[src/rtl/riscv_pipe_pkg.sv]
// rtl/riscv_pipe_pkg.sv - control-bundle layout and ALUOp encodings shared by the pipeline stages
package riscv_pipe_pkg;

  localparam int CTRL_W = 9;

  localparam int CTRL_BRANCH   = 0;
  localparam int CTRL_MEMREAD  = 1;
  localparam int CTRL_MEMTOREG = 2;
  localparam int CTRL_MEMWRITE = 3;
  localparam int CTRL_ALUSRC   = 4;
  localparam int CTRL_REGWRITE = 5;
  localparam int CTRL_ALUOP_LO = 6;
  localparam int CTRL_ALUOP_HI = 7;
  localparam int CTRL_LUI      = 8;

  localparam logic [CTRL_W-1:0] CTRL_NOP = '0;

  typedef enum logic [1:0] {
    ALUOP_ADD    = 2'b00,
    ALUOP_BRANCH = 2'b01,
    ALUOP_RTYPE  = 2'b10,
    ALUOP_ITYPE  = 2'b11
  } alu_op_e;

endpackage

[src/rtl/ld_use_hazard.sv]
// rtl/ld_use_hazard.sv - combinational load-use hazard detector (load in EX feeding the ID instruction)
module ld_use_hazard #(
  parameter int REG_AW = 5
) (
  input  logic              ex_valid,
  input  logic              ex_mem_read,
  input  logic [REG_AW-1:0] ex_rd,
  input  logic              id_valid,
  input  logic              id_lui,
  input  logic              id_alu_src,
  input  logic              id_mem_write,
  input  logic [REG_AW-1:0] id_rs1,
  input  logic [REG_AW-1:0] id_rs2,
  output logic              hz
);

  logic use1;
  logic use2;
  logic load_in_ex;

  // A store reads rs2 as its data even though ALUSrc selects the immediate.
  assign use1 = ~id_lui;
  assign use2 = ~id_alu_src | id_mem_write;

  assign load_in_ex = ex_valid & ex_mem_read & (ex_rd != '0);

  assign hz = load_in_ex & id_valid &
              ((use1 & (ex_rd == id_rs1)) | (use2 & (ex_rd == id_rs2)));

endmodule

[src/rtl/id_ex_pipe_reg.sv]
// rtl/id_ex_pipe_reg.sv - ID/EX pipeline register with load-use stall and flush bubble
// Optional bubble counter output enabled by ID_EX_BUBBLE_CNT_EN.
module id_ex_pipe_reg
  import riscv_pipe_pkg::*;
#(
  parameter int XLEN   = 32,
  parameter int REG_AW = 5
) (
  input  logic              clk,
  input  logic              rst_n,
  input  logic              id_valid,
  input  logic [CTRL_W-1:0] id_ctrl,
  input  logic [XLEN-1:0]   id_pc,
  input  logic [XLEN-1:0]   id_rs1_data,
  input  logic [XLEN-1:0]   id_rs2_data,
  input  logic [XLEN-1:0]   id_imm,
  input  logic [REG_AW-1:0] id_rs1,
  input  logic [REG_AW-1:0] id_rs2,
  input  logic [REG_AW-1:0] id_rd,
  input  logic [2:0]        id_funct3,
  input  logic              id_funct7_b5,
  input  logic              ex_flush,
  output logic              ex_valid,
  output logic [CTRL_W-1:0] ex_ctrl,
  output logic [XLEN-1:0]   ex_pc,
  output logic [XLEN-1:0]   ex_rs1_data,
  output logic [XLEN-1:0]   ex_rs2_data,
  output logic [XLEN-1:0]   ex_imm,
  output logic [REG_AW-1:0] ex_rs1,
  output logic [REG_AW-1:0] ex_rs2,
  output logic [REG_AW-1:0] ex_rd,
  output logic [2:0]        ex_funct3,
  output logic              ex_funct7_b5,
`ifdef ID_EX_BUBBLE_CNT_EN
  output logic [31:0]       bubble_cnt,
`endif
  output logic              stall_o
);

  logic hz;
  logic bubble;
  logic load_valid;

  ld_use_hazard #(.REG_AW(REG_AW)) u_hazard (
    .ex_valid     (ex_valid),
    .ex_mem_read  (ex_ctrl[CTRL_MEMREAD]),
    .ex_rd        (ex_rd),
    .id_valid     (id_valid),
    .id_lui       (id_ctrl[CTRL_LUI]),
    .id_alu_src   (id_ctrl[CTRL_ALUSRC]),
    .id_mem_write (id_ctrl[CTRL_MEMWRITE]),
    .id_rs1       (id_rs1),
    .id_rs2       (id_rs2),
    .hz           (hz)
  );

  // The ID instruction is wrong-path under a flush, so holding it would be pointless.
  assign stall_o    = hz & ~ex_flush;
  assign bubble     = ex_flush | hz;
  assign load_valid = id_valid & ~bubble;

  always_ff @(posedge clk or negedge rst_n) begin
    if (!rst_n) begin
      ex_valid     <= 1'b0;
      ex_ctrl      <= CTRL_NOP;
      ex_pc        <= '0;
      ex_rs1_data  <= '0;
      ex_rs2_data  <= '0;
      ex_imm       <= '0;
      ex_rs1       <= '0;
      ex_rs2       <= '0;
      ex_rd        <= '0;
      ex_funct3    <= '0;
      ex_funct7_b5 <= 1'b0;
    end else begin
      ex_valid     <= load_valid;
      ex_ctrl      <= load_valid ? id_ctrl : CTRL_NOP;
      // Data fields follow ID even into a bubble; only valid/ctrl carry meaning there.
      ex_pc        <= id_pc;
      ex_rs1_data  <= id_rs1_data;
      ex_rs2_data  <= id_rs2_data;
      ex_imm       <= id_imm;
      ex_rs1       <= id_rs1;
      ex_rs2       <= id_rs2;
      ex_rd        <= id_rd;
      ex_funct3    <= id_funct3;
      ex_funct7_b5 <= id_funct7_b5;
    end
  end

`ifdef ID_EX_BUBBLE_CNT_EN
  always_ff @(posedge clk or negedge rst_n) begin
    if (!rst_n) begin
      bubble_cnt <= '0;
    end else if (bubble && (bubble_cnt != 32'hFFFF_FFFF)) begin
      bubble_cnt <= bubble_cnt + 32'd1;
    end
  end
`endif

endmodule

[config.mk]
export PLATFORM = sky130hd
export DESIGN_NAME = id_ex_pipe_reg
export DESIGN_NICKNAME = d
export VERILOG_FILES = /design/src/rtl/riscv_pipe_pkg.sv /design/src/rtl/ld_use_hazard.sv /design/src/rtl/id_ex_pipe_reg.sv
export SDC_FILE = /design/constraint.sdc
export NUM_CORES = 1
export LEC_CHECK = 0
export ABC_AREA = 1
export BUFFER_PORTS_ARGS = -buffer_cell sky130_fd_sc_hd__buf_4
export CAP_MARGIN = 20
export CORE_AREA = 4 4 120 122
export CTS_CLUSTER_DIAMETER = 60
export DETAILED_ROUTE_END_ITERATION = 7
export DIE_AREA = 0 0 124 126
export GPL_TIMING_DRIVEN = 1
export HOLD_SLACK_MARGIN = 0.1
export PLACE_DENSITY_LB_ADDON = 0.3
export REMOVE_ABC_BUFFERS = 1
export SKIP_LAST_GASP = 1
export SLEW_MARGIN = 20
export SYNTH_ARGS = -nofsm -noshare
export SYNTH_HDL_FRONTEND = slang
export SYNTH_SLANG_ARGS = --single-unit
[constraint.sdc]
create_clock -name clk -period 1.4 [get_ports clk]
set_input_delay 0.21 -clock clk [delete_from_list [all_inputs] [get_ports clk]]
set_output_delay 0.21 -clock clk [all_outputs]
set_load 0.01 [all_outputs]
==> run summary, run 1 <==
The run stopped with a tool error. It got as far as 4_1_cts and failed there. The tool reported: "[ERROR RSZ-0060] Max buffer count reached".

The post-synthesis average cell area is 17.7 um2. In this run, post-CTS hold repair placed 155 buffers. The tree is rooted in a clkbuf_16. The I/O pin count came out at 318. The gate count after technology mapping came out at between 200 and 250. CTS saw 157 sinks. The post-synthesis instance area is around 4300 um2. The number of setup buffers added after CTS came out at 2. Summing all placed instances gives a cell area of 6930 um2.

The width of the die is 124 um. The biggest area contributor in the post-synthesis netlist is dfrtp_1. The floorplan has 42 rows. The die is 126 um tall. The number of warnings printed during yosys synthesis came out at 0.

The share of synthesized area occupied by flip-flops and latches came out at 0.921. The number of clock buffers added by TritonCTS is 17. The top cell type's share of synthesized area is 0.921.

The post-placement cell count came out at 739. After synthesis, the cell types taking the most area are dfrtp_1 92%, nand2_1 2.6%, inv_1 2.2%. CTS built an H-tree with a depth of 4. The number of distinct library cell variants in the gate-level netlist after synthesis is 10. For this configuration, the core starts out at a cell density of 0.323.

Summed over all nets, the half-perimeter wirelength after detailed placement is 10.3 mm. The synthesized design contains 157 register bits. The post-cts resize count is 1. The placer congestion estimate came out at 0.757.

The maximum buffer depth of the clock tree is 2. The number of buffer cells added on primary ports came out at between 300 and 400.
## Yosys cell counts
| library cell | count |
|---|---|
| dfrtp_1 | 157 |
| nand2_1 | 30 |
| inv_1 | 25 |
| nor2_1 | 20 |
| inv_2 | 2 |
| nand3_1 | 2 |
| nand4_1 | 2 |
| buf_4 | 1 |
| nand2_2 | 1 |
| nand2_4 | 1 |
## kinds of logic after synthesis
| logic type | Yosys count | share of synthesized area |
|---|---|---|
| DFF | 157 | 0.921 |
| buffers and inverters | 28 | 0.0255 |
| and+or+nand+nor | 56 | 0.0534 |
## through the flow
stage               setup slack (ns)   util  hold WS (ns)
global placement               0.104  0.526         0.105
floorplan                      0.151      -       -0.0856
detailed placement            0.0623  0.526         0.107
==> run 2: changes to the inputs <==
- CORE_AREA: 4 4 120 122 -> unset
- CORE_MARGIN: unset -> 4
- CORE_UTILIZATION: unset -> 25
- CTS_CLUSTER_DIAMETER: 60 -> unset
- DIE_AREA: 0 0 124 126 -> unset
- HOLD_SLACK_MARGIN: 0.1 -> unset
- PLACE_DENSITY_LB_ADDON: 0.3 -> 0.15
==> run 2 against run 1 <==
The flow now finishes, with violations (negative setup slack). Synthesized cell count did not move. Area after synthesis is the same.
==> run summary, run 2 <==
The run finished, with violations left. The checks that failed: negative setup slack. The critical path arrival is approximately 1.5 ns. The capturing element type of the critical path is an output pin.

The final critical-path setup slack is -0.338 ns. Leaving out fill and tap cells, the most frequent cells in the layout are 317 x buf_4, 156 x dfrtp_1, 151 x dlygate4sd3_1, 30 x nand2_1, 23 x inv_1. The maximum buffer depth of the clock tree is 2. Among all stages on the critical path, the largest delay is contributed by dfrtp_2. After synthesis the cells add up to 4270 um2. Setup repair after global routing could not meet its margin everywhere. Setup violations remaining at the end of the flow were counted as 1. The number of buffer cells added on primary ports came out at ~320.

By count the netlist is led by 157 x dfrtp_1, 30 x nand2_1, 25 x inv_1, 20 x nor2_1. The final count of pins violating max slew came to 0. The number of warnings printed during yosys synthesis is 0.

The total placed instance area came out at 6960 um2. The number of stages on the worst setup path is 8. The number of maximum-capacitance constraint violations is 0.

TritonCTS built the clock tree. The post-synthesis average cell area came out at about 18 um2. The critical path in this run is classified as reg2out. The final hold violation count is 0. The summed area of non-filler cells in the final layout came out at 9090 um2. The height of the chip came out at 139 um. In this run the core area contains 47 standard-cell rows. Once layout is complete, the cells apart from fillers number about 960.

The clock insertion delay at the later pin of the skew report is 0.41 ns. The width of the die is 139 um. The gate count after technology mapping came out at 241. The peak clock frequency supported by timing is 575 MHz.

The number of antenna violations at the first check in global routing was 0. The required time reported for the critical path endpoint came out at 1.19 ns. The wire length of the first global-routing pass came out at 22.7 mm. The start of the worst register-to-register path is ex_rd[3]$_DFF_PN0_.

The total routing resource utilization after global routing is 0.152. The root buffer cell chosen for the clock tree is clkbuf_16. The cell repeated most along the worst path is nand2_1. The number of antenna diodes came out at 0. The share of synthesized registers carrying an async set or reset is 1.00. Yosys attributes the largest share of cell area to dfrtp_1 92%, nand2_1 2.6%, inv_1 2.2%. The maximum number of pins on one net before global-route repair is 97.

The post-placement cell count came out at just under 800. The die area is between 15000 and 20000 um2. The detail route stage leaves a number of antenna-violating nets equal to 0. The post-route clock skew is 0.00588 ns.

STA classifies the critical path startpoint as a register. The post-route DRC violation count is 0. The I/O pin count is 318. Headroom to the max-slew limit came out at 0.644.

Summed over all instances, the cell type with the most area after synthesis is dfrtp_1. The layout overhead on the synthesized area is 113%. In the final layout, the share of cells above drive strength 1 is 0.483. The worst reg-to-reg path cell count came out at 9. The top cell type's share of synthesized area came out at 0.921. Wires add up to 14.5 mm.

The clock transition at the registers of the reported paths came out at 0.06 ns. At the end of routability-driven placement, the weighted congestion stood at 0.832. The detailed router finished its first iteration with between 90 and 100 violations. The number of distinct library cell variants in the gate-level netlist after synthesis is 10.

The aggregate global routing overflow came out at 0. The via count of the first global-routing pass came out at 4149. Grouping stages by cell kind, the critical path spends the most delay in simple AND/OR/NAND/NOR gates. The dominant register cell in the synthesized netlist is dfrtp_1. The startpoint identified for the worst hold timing path is id_ctrl[2]. After floorplanning, the core was sized to cover 16600 um2.

The setup TNS came out at -0.338 ns. The total clock buffers created by CTS is 17. The depth of the CTS H-tree is 4. In this run the worst setup path begins at ex_rd[3]$_DFF_PN0_. The analysis attributes to cell leakage a power of 4.60 nW. The library cell with the highest instance count after synthesis is dfrtp_1. The count of flip-flops with a built-in enable after synthesis is 0. Counting both buffers and inverters, the worst setup path holds a total of 1. The synthesized design contains 157 register bits. The power density relative to cell area came out at 1190 nW/um2. The largest stage delay on the critical path is 0.44 ns. The post-route minimum period is 1.74 ns. The first-pass detailed-route iteration total came out at 4. The initial core utilization came out at 0.256. The number of vias in the routed layout is 3660.

The slew at the pin with the worst max-slew slack came out at 0.534 ns. The average wire per standard cell came out at 15.0 um. The path class of the tightest hold or removal check is in2reg. Traced cell by cell, the critical path runs through nand2_1 -> nand2_1 -> nor2_1 -> nand3_1 -> nand2_1 -> nand2_2 -> nor2_1 -> buf_4. The detailed placer's ending HPWL came out at 10.1 mm.

Dividing the detail-routed via count by the number of cells gives 3.80. The final-stage net count is 890. The number of clock sinks is 157. The number of cells traversed by the worst hold path is 3.

Before CTS, the worst setup slack after placement is approximately 0.067 ns. Of the synthesized area, sequential elements account for 0.921. Across the VDD grid, the largest voltage drop is approximately 800 uV. The most common cell after layout, fill and taps aside is buf_4. The biggest fanout along the worst timing path came out at 5. The share of the clock period used by the worst path after layout is 1.24.
-- run 2: cell counts after synthesis --
No cell type changed its count.
-- run 2: tightest hold or removal path, stage by stage --
cell    delay [ns]
buf_4         0.11
inv_1         0.04
nor2_1        0.04
-- run 2: area by class of cell --
class,count,area [um2]
Timing Repair Buffer,471,3940
Sequential cell,157,3930
Clock buffer,21,470
Tap cell,220,275
Multi-Input combinational cell,56,239
Fill cell,1366,7550
Inverter,27,101
Clock inverter,11,131
-- run 2: where the power goes --
group          internal, mW  leakage [nW]  switching [mW]  total (mW)
sequential             4.76          1.85          0.0766        4.84
combinational         0.863          2.47           0.514        1.38
clock                  2.79         0.287            1.80        4.59
-- run 2: timing repair --
| action | in CTS | in global routing |
|---|---|---|
| buffers inserted | 0 | 1 |
| pin swaps | 1 | 7 |
| endpoints found under the setup margin | 1 | 10 |
| endpoints found under the hold margin | 307 | 0 |
| resized for setup | 0 | 5 |
| hold buffers | 151 | 0 |
-- run 2: metrics by stage --
step                hold slack [ns]  power, mW   util
floorplan                   -0.0856       5.10      -
global placement              0.228       5.95  0.418
detailed placement            0.234       5.96  0.418
CTS                        0.000710       11.0  0.545
global route                0.00360       11.3  0.546
finish                       0.0323       10.8  0.546
-- run 2: kinds of logic after synthesis --
logic type	after synthesis	synth area share
buffers and inverters	28	0.0255
DFF	157	0.921
and+or+nand+nor	56	0.0534
-- run 2: metal layers --
| layer | vias up | GRT usage | routed length, um |
|---|---|---|---|
| met5 | - | 0 | 0 |
| met4 | 0 | 0.0520 | 269 |
| met3 | 22 | 0.0614 | 1190 |
| met2 | 199 | 0.270 | 7820 |
| met1 | 1736 | 0.164 | 5210 |
| li1 | 1703 | - | - |
-- run 2: final timing paths --
check | slack (ns) | to
max in group asynchronous | 0.49 | ex_rd[3]$_DFF_PN0_
min | 0.03 | ex_ctrl[2]$_DFF_PN0_
max | -0.34 | stall_o
min in group asynchronous | 0.41 | ex_imm[5]$_DFF_PN0_
max reg2reg | 0.10 | ex_ctrl[8]$_DFF_PN0_
min reg2reg | 0.87 | ex_valid$_DFF_PN0_
Power figures use the tool's default switching activity.
